File: config.mk
export PLATFORM = sky130hd
export DESIGN_NAME = shift_norm_iter
export DESIGN_NICKNAME = d
export VERILOG_FILES = /design/src/rtl/shift_pkg.sv /design/src/rtl/shift_lzc_step.sv /design/src/rtl/shift_norm_iter.sv
export SDC_FILE = /design/constraint.sdc
export NUM_CORES = 1
export LEC_CHECK = 0
export BUFFER_PORTS_ARGS = -buffer_cell sky130_fd_sc_hd__clkbuf_2
export CAP_MARGIN = 20
export CELL_PAD_IN_SITES_DETAIL_PLACEMENT = 0
export CELL_PAD_IN_SITES_GLOBAL_PLACEMENT = 2
export CORE_ASPECT_RATIO = 0.6
export CORE_MARGIN = 2
export CORE_UTILIZATION = 33
export CTS_CLUSTER_DIAMETER = 120
export DETAILED_ROUTE_END_ITERATION = 16
export GPL_ROUTABILITY_DRIVEN = 0
export PLACE_DENSITY = 0.82
export REMOVE_ABC_BUFFERS = 1
export SLEW_MARGIN = 25
export SYNTH_ARGS = -nofsm -noshare
export SYNTH_HDL_FRONTEND = slang
export SYNTH_SLANG_ARGS = --single-unit
File: constraint.sdc
create_clock -name clk -period 3.35 [get_ports clk]
set_input_delay 0.335 -clock clk [delete_from_list [all_inputs] [get_ports clk]]
set_output_delay 0.335 -clock clk [all_outputs]
set_load 0.03 [all_outputs]
File: src/rtl/shift_pkg.sv
// Shared definitions for the shift/bit-manipulation units: FSM encoding and
// count-width helper.
package shift_pkg;

  typedef enum logic [1:0] {
    ST_IDLE = 2'd0,
    ST_RUN  = 2'd1,
    ST_DONE = 2'd2
  } state_t;

  // A count of 0..dw inclusive needs one bit more than the index width.
  function automatic int cnt_width(input int dw);
    return $clog2(dw) + 1;
  endfunction

endpackage

File: src/rtl/shift_lzc_step.sv
// Combinational priority encoder over one STEP-bit slice: position of the
// leading one counted from the MSB, plus an all-zero flag.
module shift_lzc_step #(
  parameter int STEP = 4,
  parameter int LZW  = (STEP > 1) ? $clog2(STEP) : 1
) (
  input  logic [STEP-1:0] bits,
  output logic [LZW-1:0]  lz,
  output logic            all_zero
);

  logic found;

  // NOTE: every variable written here gets a default first, so no path
  // through the loop can leave it unassigned and infer a latch.
  always_comb begin
    lz    = '0;
    found = 1'b0;
    for (int i = STEP - 1; i >= 0; i--) begin
      if (!found && bits[i]) begin
        lz    = LZW'(STEP - 1 - i);
        found = 1'b1;
      end
    end
  end

  assign all_zero = ~|bits;

endmodule

File: src/rtl/shift_norm_iter.sv
// Iterative left-normalizer: shifts a word left STEP bits per cycle until the
// leading one reaches the MSB and reports the shift (count-leading-zeros).
module shift_norm_iter
  import shift_pkg::*;
#(
  parameter int DW   = 32,
  parameter int STEP = 4
) (
  input  logic                     clk,
  input  logic                     rst_n,
  input  logic                     flush,
  input  logic                     in_valid,
  output logic                     in_ready,
  input  logic [DW-1:0]            in_data,
  output logic                     out_valid,
  input  logic                     out_ready,
  output logic [DW-1:0]            out_data,
  output logic [cnt_width(DW)-1:0] out_cnt,
  output logic                     out_zero
);

  localparam int CW  = cnt_width(DW);
  localparam int LZW = (STEP > 1) ? $clog2(STEP) : 1;

  state_t          state_q, state_d;
  logic [DW-1:0]   data_q, data_d;
  logic [CW-1:0]   cnt_q, cnt_d;
  logic            zero_q, zero_d;

  logic [STEP-1:0] top_bits;
  logic [LZW-1:0]  lz;
  logic            all_zero;

  assign top_bits = data_q[DW-1 -: STEP];

  shift_lzc_step #(
    .STEP (STEP),
    .LZW  (LZW)
  ) u_lzc (
    .bits     (top_bits),
    .lz       (lz),
    .all_zero (all_zero)
  );

  always_comb begin
    state_d = state_q;
    data_d  = data_q;
    cnt_d   = cnt_q;
    zero_d  = zero_q;

    // Abort takes priority over acceptance, handshake and iteration alike.
    if (flush) begin
      state_d = ST_IDLE;
    end else begin
      case (state_q)
        ST_IDLE: begin
          if (in_valid) begin
            cnt_d = '0;
            if (in_data == '0) begin
              state_d = ST_DONE;
              data_d  = '0;
              cnt_d   = CW'(DW);
              zero_d  = 1'b1;
            end else begin
              state_d = ST_RUN;
              data_d  = in_data;
              zero_d  = 1'b0;
            end
          end
        end

        ST_RUN: begin
          if (all_zero) begin
            data_d = data_q << STEP;
            cnt_d  = cnt_q + CW'(STEP);
          end else begin
            data_d  = data_q << lz;
            cnt_d   = cnt_q + CW'(lz);
            state_d = ST_DONE;
          end
        end

        ST_DONE: begin
          if (out_ready) state_d = ST_IDLE;
        end

        default: state_d = ST_IDLE;
      endcase
    end
  end

  // NOTE: state is updated with non-blocking assignments so every register
  // samples the pre-edge value of the others, independent of statement order.
  always_ff @(posedge clk or negedge rst_n) begin
    if (!rst_n) begin
      state_q <= ST_IDLE;
      data_q  <= '0;
      cnt_q   <= '0;
      zero_q  <= 1'b0;
    end else begin
      state_q <= state_d;
      data_q  <= data_d;
      cnt_q   <= cnt_d;
      zero_q  <= zero_d;
    end
  end

  assign in_ready  = (state_q == ST_IDLE);
  assign out_valid = (state_q == ST_DONE);

  // Intermediate shift state is not exposed while iterating.
  assign out_data = out_valid ? data_q : '0;
  assign out_cnt  = out_valid ? cnt_q  : '0;
  assign out_zero = out_valid ? zero_q : 1'b0;

endmodule

==> out/results.ini, run 1 <==
[status]
run_status=finished with violations
failing_checks=hold timing

[floorplan]
floorplan.die.width_um=145
floorplan.die.height_um=88.4
core_area_mm2=0.0114
initial_core_util_pct=34.2
top_level_ports=78
die_outline_area_mm2=0.0128
std_cell_rows=30

[timing]
rsz0062_at_grt=no
timing_hold_violations_final=1
final.setup.tns_ns=0
final.period_utilization_pct=76.7
slew_viol_final=0
slew_at_the_pin_with_the_worst_max_slew_slack_ns=0.889
timing.final.setup_violations=0
holdWs_ns=-0.00121
worst_slew_margin_rel_pct=40.5
finClkSkew_ns=0.00425
maxClockFrequency_ghz=0.389
final_period_minus_worst_setup_slack_ns=2.57

[power_and_ir_drop]
p_leak_nw=1.96
total_power_mw=3.02
power_density_mw_per_mm2=664
power.ir.vdd_worst_uv=262

[critical_path]
worst_setup_path_end_kind=flop
timing.reg2reg.worst_path_depth=5
crit_path_cell_trace=or4_4 > nor2_4 > buf_12 > a221oi_1 > o32ai_1
worstPathBufferInverterCount=1
worst_path_max_stage_delay_ns=0.78
kind_of_critical_path=flop to flop
cpLargestDelayFamily=simple AND/OR/NAND/NOR gates
startpoint_types=flop
cp_data_arrival_time_ns=2.75
crit_path_top_delay_cell=sky130_fd_sc_hd__or4_4
required_ns=3.54
critPathMaxFanout=25
cp_num_cells=5

[synthesis]
netlist-cell-type-count=60
synthesis_warning_total=0
synth-seq-cells=41
synth_sequential_area_ratio_pct=26.2
yosys.cell_count.top_type=sky130_fd_sc_hd__clkbuf_1
syn-instance-count=486
synth.cells.most_frequent=sky130_fd_sc_hd__clkbuf_1 (47), sky130_fd_sc_hd__dfrtp_1 (41), sky130_fd_sc_hd__and2_1 (40), sky130_fd_sc_hd__nor2_1 (35), sky130_fd_sc_hd__o21ai_0 (31)
synth.top_cells.by_area=sky130_fd_sc_hd__dfrtp_1 (26%), sky130_fd_sc_hd__and2_1 (6.4%), sky130_fd_sc_hd__o32ai_1 (5.1%)
synth.largest_area_cell=sky130_fd_sc_hd__dfrtp_1
asyncSetResetFlopFracSynth_pct=100
post-synth-top-area-fraction_pct=26.2
postSynthAreaPerCell_um2=8.06
synthesis.area_mm2=0.00392
number_of_flops_mapped_to_enable_cells_by_yosys=0
dominantRegCellSynth=sky130_fd_sc_hd__dfrtp_1

[placed_design]
detailed_place.area_mm2=0.00438
buffer_ports.inserted=77
hpwl_um=9790
placed_cells_incl_taps=674

[global_route]
vias_in_the_first_global_route=3802
grt_util_all_layers_pct=22.7
antenna_violations_before_repair=0
pin_count_of_the_biggest_net_entering_global_routing=36
grt_pass1_wl_um=22300
grt_remaining_overflow=0

[drt]
total_vias_in_the_final_route=4111
detail_route.wl_per_cell_um=20.6
drc_errors_left=0
drt-total-wl_um=14100
detail_route.first_pass.iterations=5
detail-route-antenna-nets=0
drt-vias-per-instance=6.03
drtIter0Drc=468

[final_layout]
area_growth_syn_to_layout_pct=16.0
num_antenna_cells=0
fillerInstances=1174
fin_area_mm2=0.00455
drive_gt1_share_pct=22.2
final_cell_count_no_fill=682
design.final.nets=562

[clocking]
clkTransAtPathRegs_ns=0.07
clockRootBuffer=sky130_fd_sc_hd__clkbuf_16
max_root_sink_buffers=2
postCtsSetupRepairBufs=0
cts_resized=0
cts_hold_repair.buffers=0
insertion_delay_ns=0.29
tritoncts_num_sinks=41
cts_tree=built
htree_num_levels=2
tritoncts.num_buffers=5

[job]
timing.max_cap.violations=0

[worst_hold_path]
hold_class=input pin to async pin

[kinds of logic (layout without fill, tap and decap cells)]
logic type / after synthesis / count (layout) / synth area share, %
AO/OA/AOI/OAI: 188 / 188 / 37.0
XOR/XNOR: 2 / 2 / 0.447
adder cells (fa/ha/maj): 4 / 4 / 1.47
buffers and inverters: 77 / 113 / 8.33
flip-flops: 41 / 41 / 26.2
AND/OR/NAND/NOR: 174 / 174 / 26.6
[stage by stage]
step	utilization [%]	setup slack (ns)
3_3_place_gp	38.2	0.950
2_1_floorplan	-	0.360
3_5_place_dp	38.2	0.830
6_report	39.7	0.782
5_1_grt	39.7	0.617
4_1_cts	39.7	0.800
[flip-flops by register name, indices dropped and copies added, names as in the netlist]
name     flops
data_q      32
cnt_q        6
state_q      2
zero_q       1
[cell usage in the layout (no fill, tap or decap), drive strengths merged, types with 10 or more instances in the layout]
master / netlist / layout
buf: 17 / 17
a21oi: 16 / 16
o211a: 17 / 17
inv: 11 / 11
nor4b: 17 / 17
o21bai: 21 / 21
a221oi: 20 / 20
nor2: 36 / 36
and2: 40 / 40
o21ai: 33 / 33
nand2: 13 / 13
nor4: 10 / 10
nor2b: 25 / 25
o32ai: 23 / 23
a211oi: 20 / 20
dfrtp: 41 / 41
clkbuf: 49 / 82
[power by group]
| part | switching, mW | internal [mW] |
|---|---|---|
| Sequential | 0.463 | 0.676 |
| Combinational | 0.746 | 0.554 |
| Clock | 0.228 | 0.353 |
[layout make-up]
type | count | area, um2 | area share, %
clock buffer | 5 | 125 | 2.75
tap | 160 | 200 | 4.40
sequential | 41 | 1030 | 22.6
timing repair buffer | 94 | 526 | 11.6
clock inverter | 3 | 46.3 | 1.02
multi-input combinational | 368 | 2580 | 56.8
inverter | 11 | 41.3 | 0.908
[final timing paths]
kind	start	to	slack (ns)
setup / recovery	data_q[28]	data_q[24]	0.78
hold / removal	rst_n	data_q[23]	-0.001
setup reg to reg	data_q[28]	data_q[24]	0.78
hold reg to reg	zero_q	zero_q	0.51
max in group asynchronous	rst_n	data_q[6]	2.62
min in group clk	in_data[1]	data_q[1]	0.28
[metal layers]
layer	vias to the layer above	wire length (um)	part of all wire, %	GRT usage (%)
li1	1937	-	-	-
met5	-	0	0	0
met4	0	55	0.39	3.27
met2	168	5650	40	31.8
met3	6	1030	7.3	3.73
met1	2000	7340	52	36.7
(Power assumes the default switching activity.)
==> inputs of run 2 (changes only) <==
==> constraint.sdc (replaced) <==
create_clock -name clk -period 2.4 [get_ports clk]
set_input_delay 0.24 -clock clk [delete_from_list [all_inputs] [get_ports clk]]
set_output_delay 0.24 -clock clk [all_outputs]
set_load 0.03 [all_outputs]
==> out/results.ini, run 2 (synthesized netlist as in run 1, its figures left out) <==
[critical_path]
timing.reg2reg.worst_path_depth=4
critical_path.reg2reg.endpoint=data_q[6]
required_ns=2.56
kind_of_critical_path=flop to flop
timing.reg2reg.setup_slack_ns=0.15
critPathMaxFanout=18
cp_data_arrival_time_ns=2.41
startpoint_types=flop
launch_point_of_the_worst_reg_to_reg_path=data_q[31]
worst_setup_path_end_kind=flop
startpoint=data_q[31]

[timing]
worst_slew_margin_rel_pct=55.7
maxClockFrequency_ghz=0.444
timing_hold_violations_final=0
finClkSkew_ns=0.00676
timing.final.setup_violations=0
slew_at_the_pin_with_the_worst_max_slew_slack_ns=0.664
slew_viol_final=0
final.setup.worst_slack_ns=0.148
final_period_minus_worst_setup_slack_ns=2.25
rsz0062_at_grt=no
final.period_utilization_pct=93.8

[drt]
drtIter0Drc=583
detail_route.wl_per_cell_um=20.7
drt-total-wl_um=14400
detail_route.first_pass.iterations=5
drc_errors_left=0
detail-route-antenna-nets=0
drt-vias-per-instance=6.04
total_vias_in_the_final_route=4195

[power_and_ir_drop]
power.ir.vdd_worst_uv=435
power_density_mw_per_mm2=922
p_leak_nw=2.04

[worst_hold_path]
hold_path_startpoint=in_data[1]
min_delay_worst_endpoint=data_q[1]
worstHoldPathCells=3
hold_class=input pin to flop

[clocking]
clkTransAtPathRegs_ns=0.06
tritoncts_num_sinks=41
tritoncts.num_buffers=5
cts_tree=built
htree_num_levels=2
insertion_delay_ns=0.29
max_root_sink_buffers=2
clockRootBuffer=sky130_fd_sc_hd__clkbuf_16

[final_layout]
fin_area_mm2=0.00468
largest_register_ff_count=32
design.final.nets=575
drive_gt1_share_pct=24.3
most_flop_heavy_register=data_q
most_frequent_standard_cell_in_the_layout_excluding_fill_and_tap_cells=sky130_fd_sc_hd__clkbuf_2
finish.utilization_pct=40.9
final_cell_count_no_fill=695
area_growth_syn_to_layout_pct=19.5
most-common-layout-cells=sky130_fd_sc_hd__clkbuf_2 (77), sky130_fd_sc_hd__dfrtp_1 (41), sky130_fd_sc_hd__and2_1 (40), sky130_fd_sc_hd__nor2_1 (32), sky130_fd_sc_hd__o21ai_0 (31)
num_antenna_cells=0
reg_top3=data_q x32, cnt_q x6, state_q x2

[global_route]
top_usage_layer=met1
pin_count_of_the_biggest_net_entering_global_routing=42
antenna_violations_before_repair=0
grt_pass1_wl_um=22700
grtUsageMet2_pct=31.3
vias_in_the_first_global_route=3939
grt_util_all_layers_pct=23.2
grt_remaining_overflow=0
global_route.usage.met1_pct=36.0
grtUsageMet3_pct=6.49

[status]
run_status=finished clean

[placed_design]
placed_cells_incl_taps=686
buffer_ports.inserted=77
place_worst_setup_slack_ns=0.162
hpwl_um=9980
detailed_place.area_mm2=0.00449

[floorplan]
top_level_ports=78
floorplan.die.height_um=88.4
std_cell_rows=30
die_outline_area_mm2=0.0128
core_area_mm2=0.0114
floorplan.die.width_um=145
initial_core_util_pct=34.2

[job]
timing.max_cap.violations=0

-- run 2: metal layers --
layer / vias to the layer above / share of wire (%)
met5: - / 0
met4: 0 / 1.1
met3: 16 / 10
met2: 199 / 39
met1: 2024 / 50
li1: 1956 / -
-- run 2: metrics by stage --
stage	hold slack [ns]	setup TNS (ns)	total power, mW
floorplan	-0.0556	-14.75	2.63
global placement	0.199	0	3.41
detailed placement	0.206	0	3.44
CTS	0.180	0	4.27
global route	0.203	0	4.62
finish	0.180	0	4.32
-- run 2: area by class of cell --
type | count | area, um2
clock buffers | 7 | 143
clock inverters | 1 | 30.0
fillers | 1182 | 6770
inverters | 11 | 41.3
multi-input cells | 368 | 2590
flip-flops and latches | 41 | 1030
well taps | 160 | 200
repair buffers | 107 | 651
-- run 2: timing repair --
action,4_1_cts,5_1_grt
setup endpoints to repair,0,13
hold endpoints to repair,15,0
hold buffers,1,0
gates resized for setup,0,4
setup buffers,0,0
-- run 2: power by group --
part | switching, mW | internal [mW]
combinational | 1.07 | 0.835
sequential | 0.659 | 0.944
clock | 0.292 | 0.521
total | 2.02 | 2.30
-- run 2: worst max-delay path: stages, from the launching register on --
cell and delay [ns]:
sky130_fd_sc_hd__dfrtp_1 0.51, sky130_fd_sc_hd__or3b_2 0.76, sky130_fd_sc_hd__o211a_1 0.30, sky130_fd_sc_hd__a221oi_1 0.39, sky130_fd_sc_hd__o32ai_1 0.15
-- run 2: how the worst max path moves through the flow --
stage,endpoint,cells after the start
2_1_floorplan,data_q[4],4
3_3_place_gp,cnt_q[4],7
3_5_place_dp,data_q[7],5
4_1_cts,cnt_q[4],7
5_1_grt,cnt_q[4],8
6_report,data_q[6],4
==> inputs of run 3 (changes only) <==
--- a/config.mk
+++ b/config.mk
@@ -5,7 +5,7 @@
 export SDC_FILE = /design/constraint.sdc
 export NUM_CORES = 1
 export LEC_CHECK = 0
-export BUFFER_PORTS_ARGS = -buffer_cell sky130_fd_sc_hd__clkbuf_2
+export BUFFER_PORTS_ARGS = -buffer_cell sky130_fd_sc_hd__buf_2
 export CAP_MARGIN = 20
 export CELL_PAD_IN_SITES_DETAIL_PLACEMENT = 0
 export CELL_PAD_IN_SITES_GLOBAL_PLACEMENT = 2
==> out/results.ini, run 3 (synthesized netlist as in run 1, its figures left out) <==
[power_and_ir_drop]
power.share.clock_pct=16.9
p_leak_nw=2.05
total_power_mw=4.17
p_comb_share_pct=45.3
power_density_mw_per_mm2=896
power.ir.vdd_worst_uv=361
netSwitchingFraction_pct=47.8
pwr-share-seq_pct=37.9
total_switching_power_mw=1.99
p_int_mw=2.18

[final_layout]
reg_top3=data_q x32, cnt_q x6, state_q x2
drive_gt1_share_pct=23.8
final_cell_count_no_fill=694
most_flop_heavy_register=data_q
design.final.nets=575
largest_register_ff_count=32
most_frequent_standard_cell_in_the_layout_excluding_fill_and_tap_cells=sky130_fd_sc_hd__buf_2
most-common-layout-cells=sky130_fd_sc_hd__buf_2 (77), sky130_fd_sc_hd__dfrtp_1 (41), sky130_fd_sc_hd__and2_1 (40), sky130_fd_sc_hd__nor2_1 (34), sky130_fd_sc_hd__o21ai_0 (31)
num_antenna_cells=0
area_growth_syn_to_layout_pct=18.7

[clocking]
tritoncts.num_buffers=5
postCtsSetupRepairBufs=0
insertion_delay_ns=0.29
clkTransAtPathRegs_ns=0.06
cts_tree=built
clockRootBuffer=sky130_fd_sc_hd__clkbuf_16
htree_num_levels=2
tritoncts_num_sinks=41
max_root_sink_buffers=2

[critical_path]
startpoint_types=flop
required_ns=2.56
critPathMaxFanout=18
worst_setup_path_end_kind=flop
cp_data_arrival_time_ns=2.32
kind_of_critical_path=flop to flop

[timing]
final.setup.worst_slack_ns=0.232
final.period_utilization_pct=90.3
worst_slew_margin_rel_pct=60.2
final.setup.tns_ns=0
timing.final.setup_violations=0
maxClockFrequency_ghz=0.461
finClkSkew_ns=0.00434
rsz0062_at_grt=no
slew_viol_final=0
holdWs_ns=0.0337
final_period_minus_worst_setup_slack_ns=2.17
slew_at_the_pin_with_the_worst_max_slew_slack_ns=0.596
timing_hold_violations_final=0

[global_route]
pin_count_of_the_biggest_net_entering_global_routing=42
grt_util_all_layers_pct=22.9
grt_remaining_overflow=0
vias_in_the_first_global_route=4022
antenna_violations_before_repair=0
grt_pass1_wl_um=22600

[worst_hold_path]
hold_class=input pin to async pin

[job]
timing.max_cap.violations=0

[floorplan]
floorplan.die.height_um=88.4
top_level_ports=78
die_outline_area_mm2=0.0128
core_area_mm2=0.0114
floorplan.die.width_um=145
initial_core_util_pct=34.2
std_cell_rows=30

[placed_design]
place_worst_setup_slack_ns=0.219
hpwl_um=9870
placed_cells_incl_taps=687
buffer_ports.inserted=77

[drt]
detail_route.first_pass.iterations=5
drt-total-wl_um=14100
drc_errors_left=0
drt-vias-per-instance=6.07
total_vias_in_the_final_route=4214
detail_route.wl_per_cell_um=20.3
detail-route-antenna-nets=0
drtIter0Drc=306

[status]
run_status=finished clean

run 3: cell count changes in the layout (fill, tap and decap cells not counted):
cell / before / now
sky130_fd_sc_hd__buf_12: 3 / 4
sky130_fd_sc_hd__nor2_2: 2 / 0
sky130_fd_sc_hd__dlygate4sd3_1: 1 / 0
sky130_fd_sc_hd__a21boi_1: 0 / 1
sky130_fd_sc_hd__bufinv_16: 1 / 0
sky130_fd_sc_hd__a21boi_2: 1 / 0
sky130_fd_sc_hd__clkbuf_2: 77 / 0
sky130_fd_sc_hd__nor2_1: 32 / 34
sky130_fd_sc_hd__buf_2: 0 / 77
run 3: stage by stage:
stage,area (um2),utilization (%)
after floorplan,3630,-
after global placement,4510,39.4
after detailed placement,4510,39.4
after CTS,4650,40.6
after global routing,4650,40.6
final,4650,40.6
run 3: cell type report:
type	instances	area, um2
fillers	1187	6800
clock buffers	7	143
multi-input cells	368	2580
inverters	11	41.3
repair buffers	107	661
well taps	160	200
flip-flops and latches	41	1030
run 3: power groups by stage:
stage / registers [mW] / logic, mW / clock network [mW]
after floorplan: 1.45 / 1.18 / 0
after CTS: 1.56 / 1.86 / 0.715
after global placement: 1.57 / 1.83 / 0
after global routing: 1.64 / 2.09 / 0.738
after detailed placement: 1.57 / 1.85 / 0
final: 1.58 / 1.89 / 0.703
run 3: per-layer routing:
layer  part of all wire (%)  GRT usage, %  up-vias
li1                       -             -     1949
met4                   0.73          3.80        0
met1                     51          36.2     2036
met2                     40          32.0      209
met5                      0             0        -
met3                    8.3          4.65       20
run 3: path summary, 6_finish.rpt:
check / startpoint / endpoint / slack, ns / cells after the start
hold reg to reg: zero_q / zero_q / 0.51 / 2
setup / recovery: data_q[30] / data_q[25] / 0.23 / 4
min in group clk: in_data[31] / data_q[31] / 0.19 / 3
hold / removal: rst_n / data_q[25] / 0.03 / 2
max in group asynchronous: rst_n / data_q[18] / 1.96 / 2
setup reg to reg: data_q[30] / data_q[25] / 0.23 / 4
run 3: timing repair:
item                       in CTS  in global routing
resized for setup               0                  1
hold buffers                    0                  0
setup endpoints to repair       0                  2
run 3: worst max-delay path: stages, from the launching register on:
cell and delay [ns]:
sky130_fd_sc_hd__dfrtp_1 0.49, sky130_fd_sc_hd__or3b_2 0.72, sky130_fd_sc_hd__o211a_1 0.29, sky130_fd_sc_hd__a221oi_1 0.36, sky130_fd_sc_hd__o32ai_1 0.17
